### src/rtl/predictor_stat_table.sv
// Eight-entry table of per-predictor (SP/LHP/GHP) stat and trend counters with a registered read port and chooser.
// Optional macro PREDICTOR_STAT_BYPASS_EN forwards same-cycle write data to the read outputs.
module predictor_stat_table #(
  parameter int STAT_COUNTER_WIDTH = 5,
  parameter int ENTRIES            = 8
) (
  input  logic                        clk,
  input  logic                        rst,
  input  logic                        WR_SP_en1,
  input  logic                        WR_LHP_en1,
  input  logic                        WR_GHP_en1,
  input  logic                        WR_SP_en2,
  input  logic                        WR_LHP_en2,
  input  logic                        WR_GHP_en2,
  input  logic [2:0]                  wr_index1,
  input  logic [2:0]                  wr_index2,
  input  logic [2:0]                  WR_SP_trend_count1,
  input  logic [2:0]                  WR_LHP_trend_count1,
  input  logic [2:0]                  WR_GHP_trend_count1,
  input  logic [2:0]                  WR_SP_trend_count2,
  input  logic [2:0]                  WR_LHP_trend_count2,
  input  logic [2:0]                  WR_GHP_trend_count2,
  input  logic [STAT_COUNTER_WIDTH:0] WR_SP_stat_count1,
  input  logic [STAT_COUNTER_WIDTH:0] WR_LHP_stat_count1,
  input  logic [STAT_COUNTER_WIDTH:0] WR_GHP_stat_count1,
  input  logic [STAT_COUNTER_WIDTH:0] WR_SP_stat_count2,
  input  logic [STAT_COUNTER_WIDTH:0] WR_LHP_stat_count2,
  input  logic [STAT_COUNTER_WIDTH:0] WR_GHP_stat_count2,
  input  logic                        clear_en,
  input  logic [2:0]                  rd_index,
  output logic [STAT_COUNTER_WIDTH-1:0] SP_stat_count,
  output logic [STAT_COUNTER_WIDTH-1:0] LHP_stat_count,
  output logic [STAT_COUNTER_WIDTH-1:0] GHP_stat_count,
  output logic [2:0]                  SP_trend_count,
  output logic [2:0]                  LHP_trend_count,
  output logic [2:0]                  GHP_trend_count,
  output logic [1:0]                  select
);

  localparam int W  = STAT_COUNTER_WIDTH;
  localparam int NP = 3;

  typedef enum logic [1:0] {
    SEL_SP  = 2'b00,
    SEL_LHP = 2'b01,
    SEL_GHP = 2'b10
  } sel_e;

  logic         wr_en1   [NP];
  logic         wr_en2   [NP];
  logic [2:0]   wr_trend1[NP];
  logic [2:0]   wr_trend2[NP];
  logic [W:0]   wr_stat1 [NP];
  logic [W:0]   wr_stat2 [NP];

  logic [W-1:0] stat_q   [NP][ENTRIES];
  logic [W-1:0] stat_d   [NP][ENTRIES];
  logic [2:0]   trend_q  [NP][ENTRIES];
  logic [2:0]   trend_d  [NP][ENTRIES];

  logic [W-1:0] rd_stat_q [NP];
  logic [W-1:0] rd_stat_d [NP];
  logic [2:0]   rd_trend_q[NP];
  logic [2:0]   rd_trend_d[NP];
  sel_e         select_q;
  sel_e         select_d;

  // Saturate on carry, then halve when an aging pass happens in the same cycle.
  function automatic logic [W-1:0] condition_stat(input logic [W:0] raw, input logic age);
    logic [W-1:0] v;
    v = raw[W] ? {W{1'b1}} : raw[W-1:0];
    if (age) v = v >> 1;
    return v;
  endfunction

  always_comb begin
    wr_en1[0]    = WR_SP_en1;
    wr_en1[1]    = WR_LHP_en1;
    wr_en1[2]    = WR_GHP_en1;
    wr_en2[0]    = WR_SP_en2;
    wr_en2[1]    = WR_LHP_en2;
    wr_en2[2]    = WR_GHP_en2;
    wr_trend1[0] = WR_SP_trend_count1;
    wr_trend1[1] = WR_LHP_trend_count1;
    wr_trend1[2] = WR_GHP_trend_count1;
    wr_trend2[0] = WR_SP_trend_count2;
    wr_trend2[1] = WR_LHP_trend_count2;
    wr_trend2[2] = WR_GHP_trend_count2;
    wr_stat1[0]  = WR_SP_stat_count1;
    wr_stat1[1]  = WR_LHP_stat_count1;
    wr_stat1[2]  = WR_GHP_stat_count1;
    wr_stat2[0]  = WR_SP_stat_count2;
    wr_stat2[1]  = WR_LHP_stat_count2;
    wr_stat2[2]  = WR_GHP_stat_count2;
  end

  // Port 2 is applied last so it overrides port 1 on a same-index collision.
  always_comb begin
    stat_d  = stat_q;
    trend_d = trend_q;
    for (int p = 0; p < NP; p++) begin
      if (clear_en) begin
        for (int e = 0; e < ENTRIES; e++) begin
          stat_d[p][e] = stat_q[p][e] >> 1;
        end
      end
      if (wr_en1[p]) begin
        stat_d[p][wr_index1]  = condition_stat(wr_stat1[p], clear_en);
        trend_d[p][wr_index1] = wr_trend1[p];
      end
      if (wr_en2[p]) begin
        stat_d[p][wr_index2]  = condition_stat(wr_stat2[p], clear_en);
        trend_d[p][wr_index2] = wr_trend2[p];
      end
    end
  end

  always_comb begin
    for (int p = 0; p < NP; p++) begin
      rd_stat_d[p]  = stat_q[p][rd_index];
      rd_trend_d[p] = trend_q[p][rd_index];
`ifdef PREDICTOR_STAT_BYPASS_EN
      if (wr_en1[p] && (wr_index1 == rd_index)) begin
        rd_stat_d[p]  = condition_stat(wr_stat1[p], clear_en);
        rd_trend_d[p] = wr_trend1[p];
      end
      if (wr_en2[p] && (wr_index2 == rd_index)) begin
        rd_stat_d[p]  = condition_stat(wr_stat2[p], clear_en);
        rd_trend_d[p] = wr_trend2[p];
      end
`endif
    end
  end

  // Ties resolve towards GHP first, then LHP.
  always_comb begin
    select_d = SEL_SP;
    if ((rd_stat_d[2] >= rd_stat_d[1]) && (rd_stat_d[2] >= rd_stat_d[0])) begin
      select_d = SEL_GHP;
    end else if (rd_stat_d[1] >= rd_stat_d[0]) begin
      select_d = SEL_LHP;
    end
  end

  always_ff @(posedge clk or posedge rst) begin
    if (rst) begin
      for (int p = 0; p < NP; p++) begin
        for (int e = 0; e < ENTRIES; e++) begin
          stat_q[p][e]  <= '0;
          trend_q[p][e] <= '0;
        end
        rd_stat_q[p]  <= '0;
        rd_trend_q[p] <= '0;
      end
      select_q <= SEL_GHP;
    end else begin
      stat_q     <= stat_d;
      trend_q    <= trend_d;
      rd_stat_q  <= rd_stat_d;
      rd_trend_q <= rd_trend_d;
      select_q   <= select_d;
    end
  end

  assign SP_stat_count   = rd_stat_q[0];
  assign LHP_stat_count  = rd_stat_q[1];
  assign GHP_stat_count  = rd_stat_q[2];
  assign SP_trend_count  = rd_trend_q[0];
  assign LHP_trend_count = rd_trend_q[1];
  assign GHP_trend_count = rd_trend_q[2];
  assign select          = select_q;

endmodule

### config.mk
export PLATFORM = sky130hd
export DESIGN_NAME = predictor_stat_table
export DESIGN_NICKNAME = d
export VERILOG_FILES = /design/src/rtl/predictor_stat_table.sv
export SDC_FILE = /design/constraint.sdc
export NUM_CORES = 1
export LEC_CHECK = 0
export BUFFER_PORTS_ARGS = -buffer_cell sky130_fd_sc_hd__buf_4
export CORE_MARGIN = 2
export CORE_UTILIZATION = 50
export CTS_CLUSTER_DIAMETER = 80
export DETAILED_ROUTE_END_ITERATION = 8
export HOLD_SLACK_MARGIN = 0.06
export PLACE_DENSITY = 0.64
export SETUP_SLACK_MARGIN = 0.3
export SLEW_MARGIN = 15
export SYNTH_ARGS = -nofsm -noshare
export SYNTH_HDL_FRONTEND = slang
export SYNTH_SLANG_ARGS = --single-unit
### constraint.sdc
create_clock -name clk -period 9.15 [get_ports clk]
set_input_delay 0.915 -clock clk [delete_from_list [all_inputs] [get_ports clk]]
set_output_delay 0.915 -clock clk [all_outputs]
set_load 0.01 [all_outputs]
* Yosys cells after proc, flatten, opt, wreduce, memory -nomap -nowiden
Cells that the tools add are included.
Word-level totals: bits in registers 218, bits of input ports 72, output and inout bits 26, word-level logic and storage cells 142
Cells by class: $lt $le $gt $ge 8, muxes and demuxes 73, bitwise operators 3, reductions and logical operators 3
Operators with widths (number):
- $mux W40 | 9
- $bwmux W40 | 6
- $bwmux W24 | 6
- $mux W24 | 6
- $mux W5 | 26
- $bmux W5 S3 | 3
- $demux W5 S3 | 2
- $bmux W3 S3 | 3
- $mux W3 | 8
- $demux W3 S3 | 2
- $ge A5 B5 Y1 | 3
- $ge A4 B4 Y1 const B | 3
- $not A3 Y4 | 3
- $lt A4 B1 Y1 const B | 2
- $logic_and A1 B1 Y1 | 3
- $mux W2 | 1
- $mux W1 | 1

* Depth between registers and ports, before layout
word-level depth 9, mapped depth 10, depth with buffers taken out 8

* Worst setup path after synthesis
OpenSTA, ideal clock, no wires.
path kind input-to-reg, from in rd_index[0], to reg select_q[0] (netlist: select[0]), setup time 0.126 ns, arrival 2.968 ns, data required time 9.024 ns, slack 6.056 ns, cell stages on the path 10, path buffers 2, cells stage by stage buf_4 buf_2 mux4_2 mux2i_1 inv_1 ha_1 o21ai_0 a21o_1 a21oi_1 o2bb2a_1
RTL lines:
- start, declared | RTL line 30 | input logic [2:0] rd_index,
- end signal, assigned | RTL line 161 | select_q <= select_d;
- end, declared | RTL line 65 | sel_e select_q;

==> qor.txt <==
Status: completed
Sequential Power Share: 43.4%
I/O Buffers: 97
Post-Route WL: 34.4 mm
Commonest cells after routing, fill and taps aside: mux2i_1, dfrtp_1, nor2_1
WP data arrival: 3690 ps
# hold bufs at CTS: 0
FFs w/ async S/R, synth: 100%
Post-synth EDFFs: 0
Layout cell share with drive strength beyond 1: 16.8%
CTS tree: built
Yosys reg bits: 218
First-pass GRT wire length: 54.3 mm
Internal: 2.10 mW
Die width: 165 um
FF-to-FF path depth: 7
Max IR drop VDD: 0.000131 V
Synth top area cells: dfrtp_1, mux2i_1, mux4_2, a21oi_1, nor2_1
Count of pins over their slew limit: 0
Site row count: 59
Drt pass-1 iters: 6
# DRC: 0
Clock transition at path regs: 60 ps
Mapped cell area: 13000 sq um
Root buffer cell: clkbuf_16
Share of Yosys cell area claimed by the top area cell type: 41.7%
Fin. Hold Viols: 0
Mean post-synth cell area: 10.4 sq um
Worst skew pair latency: 530 ps
Critical Path Sink Type: register
Register area share after synthesis: 41.9%
Synthesized Nets: 1341
FF-to-FF End: select[0]
Antenna viol nets, final: 0
Setup-failing EPs final: 0
Fin Setup TNS: 0 ps
Minimum clock period: 3340 ps
Area grow syn2layout: 11.9%
Switch Pwr: 883 uW
Dominant cell type by area after synthesis: dfrtp_1
Clk network pwr share: 32.3%
Period utilisation layout: 36.5%
Comb pwr share: 24.3%
Critical path's slowest cell: a211oi_1
Antenna violations before repair: 1
Largest net degree at the start of global routing: 111
Crit path cell chain: buf_6 > buf_4 > nor2b_1 > a211oi_1 > mux2i_1
First DRT Iteration DRCs: 802
Switch share: 29.7%
Fmax: 299 MHz
Clock sinks: 218
Worst slew pin tran: 1220 ps
Vias: 9819
R2r setup slk: 6790 ps
Postcts setup bufs: 0
Die Y: 165 um
DP HPWL: 22.7 mm
Starting Density: 50.4%
CTS Buf Count: 25
Setup Skew: 22.0 ps
Crit Path Max Fanout: 110
H-tree depth: 1
DR WL/cell: 21.1 um
Pwr Density: 204 nW/um^2
Worst slew margin relative to its limit: 18.2%
Grt ovf: 0
Netlist cell types: 35
Family with the most delay on the worst path: buffers and inverters
Area of the core: 25800 sq um
Gate Count Post-Synth: 1254
Most used DFF post-synth: dfrtp_1
Warnings, synthesis: 0
Total of max-cap violations: 0
Hold slack: 448 ps
Io pins: 98
Vias/cell: 6.02
RSZ-0062 raised after global routing: no
Setup CP Type: input port to register
GP Congestion: 0.859
Nets: 1365
Pleak: 6.64 nW
Worst Hold Class: input port to async pin
Number of global-route vias before repair: 9514
Critical path startpoint category: input port
CP Launch Point: clear_en
Worst R2R Start: stat_q[25]
Most common cell after layout, fill and taps aside: mux2i_1
Total Routing Usage GR: 25.4%
Worst Path Buf+Inv: 2
CP max stage delay: 850 ps
Die ar.: 27300 sq um
# resized after CTS: 0
CP Data Required Time: 9500 ps
CTS Buffer Depth: 3
==> layer usage <==
metal	GRT usage [%]	up-vias	wire, um
met2	41.8	260	16300
met4	5.33	0	559
met3	3.80	38	1860
met5	0	-	0
li1	-	4616	-
met1	36.1	4905	15700
==> flip-flops by register name, indices dropped and copies added, names as in the netlist <==
signal           count
GHP_trend_count      3
LHP_stat_count       5
GHP_stat_count       5
SP_trend_count       3
stat_q             120
trend_q             72
SP_stat_count        5
select               2
LHP_trend_count      3
==> synthesized netlist by cell type (2+ instances only) <==
library cell / instances
and4bb_4: 3
and4bb_1: 6
a21o_1: 3
dfrtp_1: 217
mux2i_1: 238
nand2_1: 89
ha_1: 15
buf_1: 4
inv_1: 11
nor2_1: 122
nand3_1: 9
o21bai_1: 6
and3b_1: 12
buf_2: 54
nand3b_1: 2
nor2b_1: 26
a21oi_1: 99
mux4_2: 48
o21ai_1: 32
a31oi_1: 2
a211oi_1: 12
o211ai_1: 48
nand4b_1: 9
buf_4: 2
clkbuf_1: 48
and2_1: 2
nand4_1: 3
a211o_1: 12
nand2b_1: 20
o21ai_0: 80
mux2_2: 14
nor4b_2: 3
==> cell families after synthesis <==
family | share of synthesized area (%)
and+or+nand+nor | 11.8
muxes | 27.8
adders and majority gates | 1.44
buffers and inverters | 4.01
DFF | 41.9
AOI/OAI and AO/OA | 13.1
==> per-stage QoR <==
stage | area (sq um) | instances | setup slack (ps) | power [mW] | utilization (%)
2_1_floorplan | 13000 | 1254 | 2270 | 1.79 | -
3_3_place_gp | 13800 | 1586 | 5350 | 2.01 | 53.3
3_5_place_dp | 13800 | 1586 | 5290 | 2.02 | 53.3
4_1_cts | 14600 | 1630 | 5840 | 3.00 | 56.3
5_1_grt | 14600 | 1631 | 5580 | 3.15 | 56.4
6_report | 14600 | 1631 | 5810 | 2.98 | 56.4
==> area by class of cell <==
class,count,area [sq um]
antenna,1,2.50
fill,2266,11300
timing repair buffer,105,792
clock buffer,38,754
tap,335,419
clock inverter,6,33.8
inverter,11,48.8
multi-input combinational,917,7060
sequential,218,5460
==> power by group through the flow <==
stage / combinational [mW] / clock (mW) / sequential, mW
finish: 0.723 / 0.962 / 1.29
global route: 0.812 / 1.02 / 1.31
CTS: 0.724 / 0.984 / 1.29
detailed placement: 0.720 / 0 / 1.30
global placement: 0.702 / 0 / 1.31
floorplan: 0.520 / 0 / 1.28
==> how the worst max path moves through the flow <==
stage                             end  cells after the start
floorplan           GHP_stat_count[0]                      1
CTS                         select[0]                      8
detailed placement          select[0]                      8
global route               stat_q[20]                      5
global placement            select[0]                      8
finish                     stat_q[35]                      5
No activity file was read; power rests on OpenSTA's default activity.
